### config.mk
export PLATFORM = sky130hd
export DESIGN_NAME = seg7_stream_monitor
export DESIGN_NICKNAME = d
export VERILOG_FILES = /design/src/rtl/seg7_stream_monitor.sv
export SDC_FILE = /design/constraint.sdc
export NUM_CORES = 1
export LEC_CHECK = 0
export CORE_MARGIN = 2
export CORE_UTILIZATION = 30
export DETAILED_ROUTE_END_ITERATION = 7
export GPL_TIMING_DRIVEN = 0
export PLACE_DENSITY = 0.44
export SETUP_SLACK_MARGIN = 0.02
export SLEW_MARGIN = 20
export SYNTH_ARGS = -nofsm -noshare
export SYNTH_HDL_FRONTEND = slang
export SYNTH_SLANG_ARGS = --single-unit
### constraint.sdc
create_clock -name clk -period 2.89 [get_ports clk]
set_clock_uncertainty 0.05 [all_clocks]
set_input_delay 0.867 -clock clk [delete_from_list [all_inputs] [get_ports clk]]
set_output_delay 0.867 -clock clk [all_outputs]
set_load 0.01 [all_outputs]
### src/rtl/seg7_stream_monitor.sv
// Recovers the displayed digit from an active-low 7-segment bus, filters glitches, infers count direction and step period.
// Optional SEG7_BLANK_EN: all-off pattern 7F is a legal blank that returns the monitor to IDLE.
module seg7_stream_monitor #(
   parameter int STABLE_CYC = 4,
   parameter int PW         = 26,
   parameter int MOD        = 10
) (
   input  logic          clk,
   input  logic          rst,
   input  logic [6:0]    seg_in,
   output logic [3:0]    digit,
   output logic          digit_vld,
   output logic          step_pulse,
   output logic          dir_up,
   output logic          dir_vld,
   output logic          seq_err,
   output logic          bad_pat,
   output logic [PW-1:0] period,
   output logic          period_vld
);

   typedef enum logic [1:0] {IDLE, LOCKED, TRACKING} state_t;

   localparam logic [7:0] STAB   = 8'(STABLE_CYC);
   localparam logic [3:0] MOD_L  = 4'(MOD);
   localparam logic [3:0] MOD_M1 = 4'(MOD - 1);

   // Returns {legal, digit}; codes for digits at or above MOD are illegal.
   function automatic logic [4:0] decode(input logic [6:0] code);
      logic [3:0] d;
      logic       hit;
      hit = 1'b1;
      d   = 4'd0;
      case (code)
         7'h40: d = 4'd0;
         7'h79: d = 4'd1;
         7'h24: d = 4'd2;
         7'h30: d = 4'd3;
         7'h19: d = 4'd4;
         7'h12: d = 4'd5;
         7'h02: d = 4'd6;
         7'h78: d = 4'd7;
         7'h00: d = 4'd8;
         7'h10: d = 4'd9;
         default: hit = 1'b0;
      endcase
      return {hit && (d < MOD_L), d};
   endfunction

   state_t        state_q, state_d;
   logic [6:0]    samp_q, acc_q;
   logic [7:0]    stab_q;
   logic [PW-1:0] cnt_q, cnt_d;
   logic [3:0]    digit_d;
   logic          dvld_d, step_d, up_d, dirv_d, err_d, bad_d, pvld_d;
   logic [PW-1:0] per_d;

   logic          accept, legal, blank;
   logic [3:0]    dnew, up_step, dn_step;

   always_comb begin
      accept  = (stab_q == STAB) && (samp_q != acc_q);
      {legal, dnew} = decode(samp_q);
`ifdef SEG7_BLANK_EN
      blank   = (samp_q == 7'h7F);
`else
      blank   = 1'b0;
`endif
      up_step = (digit == MOD_M1) ? 4'd0 : digit + 4'd1;
      dn_step = (digit == 4'd0) ? MOD_M1 : digit - 4'd1;

      state_d = state_q;
      digit_d = digit;
      dvld_d  = digit_vld;
      step_d  = 1'b0;
      up_d    = dir_up;
      dirv_d  = dir_vld;
      err_d   = 1'b0;
      bad_d   = bad_pat;
      per_d   = period;
      pvld_d  = period_vld;
      cnt_d   = (state_q != IDLE && cnt_q != '1) ? cnt_q + PW'(1) : cnt_q;

      if (accept) begin
         if (blank) begin
            state_d = IDLE;
            dvld_d  = 1'b0;
            dirv_d  = 1'b0;
            pvld_d  = 1'b0;
            bad_d   = 1'b0;
            cnt_d   = '0;
         end else if (!legal) begin
            bad_d = 1'b1;
         end else begin
            bad_d   = 1'b0;
            digit_d = dnew;
            dvld_d  = 1'b1;
            step_d  = 1'b1;
            cnt_d   = PW'(1);
            if (state_q == IDLE) begin
               state_d = LOCKED;
            end else begin
               state_d = TRACKING;
               per_d   = cnt_q;
               pvld_d  = 1'b1;
               // Up is tested first so MOD=2 resolves the +1/-1 tie as up.
               if (dnew == up_step) begin
                  up_d   = 1'b1;
                  dirv_d = 1'b1;
               end else if (dnew == dn_step) begin
                  up_d   = 1'b0;
                  dirv_d = 1'b1;
               end else begin
                  err_d = 1'b1;
               end
            end
         end
      end
   end

   always_ff @(posedge clk) begin
      if (rst) begin
         state_q    <= IDLE;
         samp_q     <= 7'h7F;
         acc_q      <= 7'h7F;
         stab_q     <= 8'd0;
         cnt_q      <= '0;
         digit      <= 4'd0;
         digit_vld  <= 1'b0;
         step_pulse <= 1'b0;
         dir_up     <= 1'b0;
         dir_vld    <= 1'b0;
         seq_err    <= 1'b0;
         bad_pat    <= 1'b0;
         period     <= '0;
         period_vld <= 1'b0;
      end else begin
         samp_q <= seg_in;
         if (seg_in == samp_q) begin
            if (stab_q != STAB) stab_q <= stab_q + 8'd1;
         end else begin
            stab_q <= 8'd1;
         end
         if (accept) acc_q <= samp_q;
         state_q    <= state_d;
         cnt_q      <= cnt_d;
         digit      <= digit_d;
         digit_vld  <= dvld_d;
         step_pulse <= step_d;
         dir_up     <= up_d;
         dir_vld    <= dirv_d;
         seq_err    <= err_d;
         bad_pat    <= bad_d;
         period     <= per_d;
         period_vld <= pvld_d;
      end
   end

endmodule

==> flow_summary_export.csv <==
group,metric,value,unit
placement,place_worst_setup_slack,-0.00911,ns
timing,period_needed,2.56,ns
worst_setup_path,path_max_fanout,10,
timing,fmax,391,MHz
timing,period_share,88.5,%
clock_network,cts_buffers,9,
clock_network,cts_tree,"yes",
floorplan,die_y,117,um
synth,ys_seq_elements,87,
finish,final_area,4840,um2
power_and_ir_drop,power,2.54,mW
timing,layout_setup_ws,0.333,ns
worst_setup_path,crit-reg2reg-launch,"stab_q[2]",
synth,synth_largest_area_cell,"dfxtp_1",
timing,slew_headroom,57.3,%
clock_network,clock_path_buffers,2,
power_and_ir_drop,swShare,22.6,%
worst_setup_path,arrival,2.80,ns
worst_hold_path,min_from,"period_vld",
finish,final_net_count,493,
finish,final_common_cell,"dfxtp_1",
clock_network,cts_sinks,87,
power_and_ir_drop,power.density,525,nW/um2
worst_setup_path,ff2ff_path_depth,7,
run_status,status,"complete, no violations",
clock_network,cts_hold_buf,0,
finish,antenna_cells,0,
global_route,grt_max_degree,16,
route,wl_per_cell,13.3,um
route,num_vias,3046,
worst_hold_path,whs_path_depth,2,
synth,yosysSeqAreaShare,45.3,%
timing,tightest_slew,0.634,ns
synth,ys_types,52,
finish,drive_gt1_share,10.1,%
timing,finalSetupViolCount,0,
clock_network,cts_root_buf,"clkbuf_16",
worst_setup_path,slowest_delay,0.56,ns
floorplan,dieArea,13700,um2
power_and_ir_drop,peakVddDrop,254,uV
worst_hold_path,hold-path-endpoint,"period_vld",
timing,rsz0062_at_grt,"false",
floorplan,fp-row-count,41,
synth,syn-num-nets,435,
synth,synthCells,423,
worst_setup_path,worstSetupPathType,"reg -> reg",
global_route,grt_antenna_before_repair,0,
finish,final_cell_mix,"dfxtp_1 (87), nor2_1 (54), clkdlybuf4s50_1 (45), nand3_1 (36), nand2_1 (31)",
synth,synth-edff-count,0,
worst_setup_path,endpoint_kind,"flop",
floorplan,dieWidth,117,um
worst_hold_path,min_path_type,"reg -> reg",
synth,synth_top_area_share,45.3,%
floorplan,core,12600,um2
clock_network,cts_setup_buffers,0,
worst_setup_path,reg2reg_slack,0.33,ns
clock_network,clk-insertion-delay-late,0.35,ns
placement,port_buffers,45,
run,cap_violations,0,
global_route,grt.total_usage,13.8,%
power_and_ir_drop,p_int,1.97,mW
route,firstDrtPassIters,4,
synth,async_flop_share,0,%
power_and_ir_drop,clkPwrFrac,48.6,%
route,drtIter0Drc,127,
global_route,grt_overflow,0,
synth,synth_flop_cell,"dfxtp_1",
synth,synth_area,3850,um2
worst_setup_path,crit_chain,"nor3b_2, nand2_2, a21oi_1, nand2_1, nor3_4, buf_4, o311a_1",
global_route,grt_pass1_wl,14400,um
route,ant_nets,0,
worst_setup_path,start_kind,"flop",
worst_setup_path,worstReg2RegEnd,"seq_err",
route,drc,0,
synth,ys_top_cells_by_area,"dfxtp_1 (45%), xor2_1 (6.8%), xnor2_1 (5.7%), nor2_1 (5.3%), a22o_1 (5.2%)",
route,routed_wl,8770,um
global_route,grt_pass1_vias,2834,
placement,dpl_cell_area,4510,um2
placement,dp_hpwl,6240,um
placement,routabilityCongestion,0.767,
power_and_ir_drop,p_sw,0.573,mW
power_and_ir_drop,cellLeakagePower,1.72,nW
clock_network,htreeDepth,3,
synth,avgSynthCellArea,9.10,um2
synth,synth_warnings,0,
power_and_ir_drop,seq_power_share,47.5,%
power_and_ir_drop,combPwrFrac,3.9,%
worst_setup_path,cp_slowest_cell,"nor3b_2",
timing,final-max-slew-violation-count,0,
floorplan,boundaryPins,46,
clock_network,postCtsResizedCells,0,
finish,areaGrowthSynthToFinish,25.9,%
route,via_per_inst,4.63,
timing,hold_viol_final,0,
floorplan,start_util,30.6,%
worst_setup_path,required,3.13,ns
clock_network,clkTransAtPathRegs,0.07,ns
timing,hold_ws,0.410,ns
cell usage after synthesis (2+ instances only):
cell type / n
nand3_1: 36
nor2_1: 54
mux2i_1: 3
buf_4: 3
buf_2: 11
nand2b_1: 2
clkbuf_1: 6
ha_1: 3
a21oi_1: 14
nand4_1: 12
and3_1: 6
o21ai_0: 7
xnor2_1: 25
a22o_1: 23
dfxtp_1: 87
nor3b_1: 3
or2_2: 8
nor4bb_1: 2
or3_1: 3
inv_1: 9
nor3_1: 11
xor2_1: 30
nand2_1: 31
nor4_1: 6
worst max-delay path: cells and delay by family, from the launching register on:
family                 cells  cell delay [ns]
and+or+nand+nor            4             1.40
DFF                        1             0.40
AOI/OAI and AO/OA          2             0.39
buffers and inverters      1             0.26
state kept, by name, indices dropped and copies added (netlist names), 2 cells and up:
| signal | count |
|---|---|
| stab_q | 8 |
| digit | 4 |
| cnt_q | 26 |
| samp_q | 7 |
| acc_q | 7 |
| state_q | 2 |
| period | 26 |
cell families after synthesis:
kind of cell / synth area share, %
compound gates: 11.2
xor+xnor: 12.5
fa+ha+maj: 0.976
buf+inv: 3.77
flops: 45.3
mux: 0.781
simple gates: 25.5
power groups by stage:
stage / Sequential (mW) / Clock, mW / Combinational, mW
after floorplan: 1.23 / 0 / 0.0640
after global placement: 1.24 / 0 / 0.0976
after detailed placement: 1.24 / 0 / 0.0982
after CTS: 1.21 / 1.27 / 0.0985
after global routing: 1.21 / 1.32 / 0.110
final: 1.21 / 1.24 / 0.0981
worst max-delay path by stage:
stage	from	to	slack, ns	cells after the start
global placement	rst	cnt_q[7]	-0.03	6
detailed placement	rst	bad_pat	-0.009	6
global route	stab_q[2]	seq_err	0.04	7
floorplan	stab_q[0]	period[14]	0.79	9
CTS	stab_q[0]	seq_err	0.13	9
finish	stab_q[2]	seq_err	0.33	7
per-layer routing:
layer,share of wire [%],global-route usage (%),wire length [um]
met1,46,16.6,4010
met5,0,0,0
met2,49,23.2,4270
met3,4.3,5.15,376
met4,1.2,3.84,106
cell type report:
| type | count | area, um2 |
|---|---|---|
| clock buffer | 11 | 253 |
| buffer | 21 | 111 |
| fill | 1281 | 7720 |
| clock inverter | 5 | 62.6 |
| tap | 172 | 215 |
| timing repair buffer | 47 | 465 |
| sequential | 87 | 1740 |
| inverter | 9 | 33.8 |
| multi-input combinational | 306 | 1960 |
stage by stage:
step	util, %	instances	setup TNS [ns]
finish	38.5	658	0
global route	38.5	658	0
CTS	38.4	656	0
detailed placement	35.9	640	-0.0425
global placement	35.9	640	-0.459
floorplan	-	423	0
Note: power is estimated with default switching activity, not from simulation.
==> patch, RTL diff (same settings) <==
Make the reset (`rst`) asynchronous in one clocked block.
--- a/src/rtl/seg7_stream_monitor.sv
+++ b/src/rtl/seg7_stream_monitor.sv
@@ -118,7 +118,7 @@
       end
    end
 
-   always_ff @(posedge clk) begin
+   always_ff @(posedge clk or posedge rst) begin
       if (rst) begin
          state_q    <= IDLE;
          samp_q     <= 7'h7F;
Function: differs if rst is asserted again (counterexample within 10 cycles, from zero or initial values and one cycle with rst high); with rst held inactive, the same outputs for 10 cycles.
==> patch against the original RTL <==
Sequential cell count stayed put; routed wire length is 1.3% lower; hold slack better by 0.0050 ns; synthesized area is 7.2% higher; largest power group is now sequential cells; power is 1.4% lower; maximum frequency is 6.3% lower; final area is 7.7% higher; global-route usage is 1.0 points lower; critical path type unchanged; setup slack worse by 0.17 ns; core utilization is 0.53 points higher.
==> patch: results (changes against the original RTL) <==
run_status: "completed"  # unchanged
detailed_place_hpwl_um: 5996  # was 6239 um
ranking_of_synthesized_cells_by_area: "dfrtp_1, dfstp_2, mux2_2"  # was dfxtp_1, xor2_1, xnor2_1
wl_met3_um: 350  # was 376 um
share_of_synthesized_area_occupied_by_flip_flops_and_latches_pct: 53.20  # was 45.27%
cellInternalPower_mw: 1.982  # was 1.969 mW
drive_gt1_share_pct: 19.63  # was 10.08%
wl_met2_um: 3689  # was 4273 um
netSwitchingFraction_pct: 20.96  # was 22.56%
hold-path-endpoint: "digit_vld"  # was period_vld
post_synth_num_cell_types: 46  # was 52
fin_hold_ws_ns: 0.4154  # was 0.4104 ns
worstRegToRegCells: 9  # was 7
detailedPlace.worstSlack_ns: -0.03384  # was -0.009114 ns
placedCellCount: 592  # was 640
finalWirelength_um: 8660  # was 8770 um
cell_depth_of_the_worst_hold_path: 1  # was 2
met1Wirelength_um: 4464  # was 4014 um
place.gp.congestion: 0.7445  # was 0.7674
yosys-mux-area-fraction_pct: 9.493  # was 0.7805%
synthArstFlopShare_pct: 100.0  # was 0%
max_slew.worst_pin.slew_ns: 0.8015  # was 0.6342 ns
synthAdderAreaFrac_pct: 0.9099  # was 0.9756%
grt_max_degree: 32  # was 16
layout.filler_cells: 1348  # was 1281
synth.net_count: 380  # was 435
grt_pass1_wl_um: 14430  # was 14410 um
leakage_nw: 2.305  # was 1.724 nW
irDropWorstVdd_mv: 0.2061  # was 0.2541 mV
synthesis.area_per_instance_um2: 11.21  # was 9.096 um2
grt_use_met3_pct: 3.336  # was 5.149%
grt_use_met2_pct: 18.05  # was 23.22%
grt_util_all_layers_pct: 12.80  # was 13.82%
crit_path_end: "seq_err"  # unchanged
initialDrtViolationCount: 210  # was 127
post_cts_resized: 2  # was 0
synth_compound_area_share_pct: 4.823  # was 11.19%
detailed_place.area_mm2: 0.004860  # was 0.004513 mm2
vias_in_the_first_global_route: 2794  # was 2834
powerClk_mw: 1.18  # was 1.24 mW
setup.worst_path.start: "samp_q[1]"  # was stab_q[2]
grt.met1_usage_pct: 18.50  # was 16.60%
worstHoldStart: "digit_vld"  # was period_vld
synth_xor_xnor_area_share_pct: 11.04  # was 12.52%
detail_route.vias_per_cell: 4.621  # was 4.629
finalCriticalPeriod_ns: 2.730  # was 2.557 ns
drt-wirelength-per-cell_um: 14.22  # was 13.33 um
## patch: cell count changes in the layout (fill, tap and decap cells not counted), sizes merged, moves of 5 or more
cell	delta
a21oi	-8
a22o	-23
dfrtp	+73
dfstp	+14
dfxtp	-87
mux2	+33
nand2	-11
nand3	-21
nor2	-5
nor3	-7
or2	-5
## patch: worst max-delay path, stage by stage (launching register included)
cell,delay [ns]
dfstp_2,0.51
buf_4,0.15
or3b_4,0.40
a2111oi_4,0.44
buf_4,0.18
nand3b_4,0.16
mux2i_1,0.19
o22ai_1,0.10
a21oi_1,0.27
and3b_1,0.21
## patch: cell type report
class	count	share of cell area [%]
clock inverters	1	0.5758
flip-flops and latches	87	42.08
repair buffers	51	10.22
inverters	11	0.8637
multi-input cells	254	35.41
clock buffers	14	5.062
plain buffers	15	1.560
well taps	176	4.223
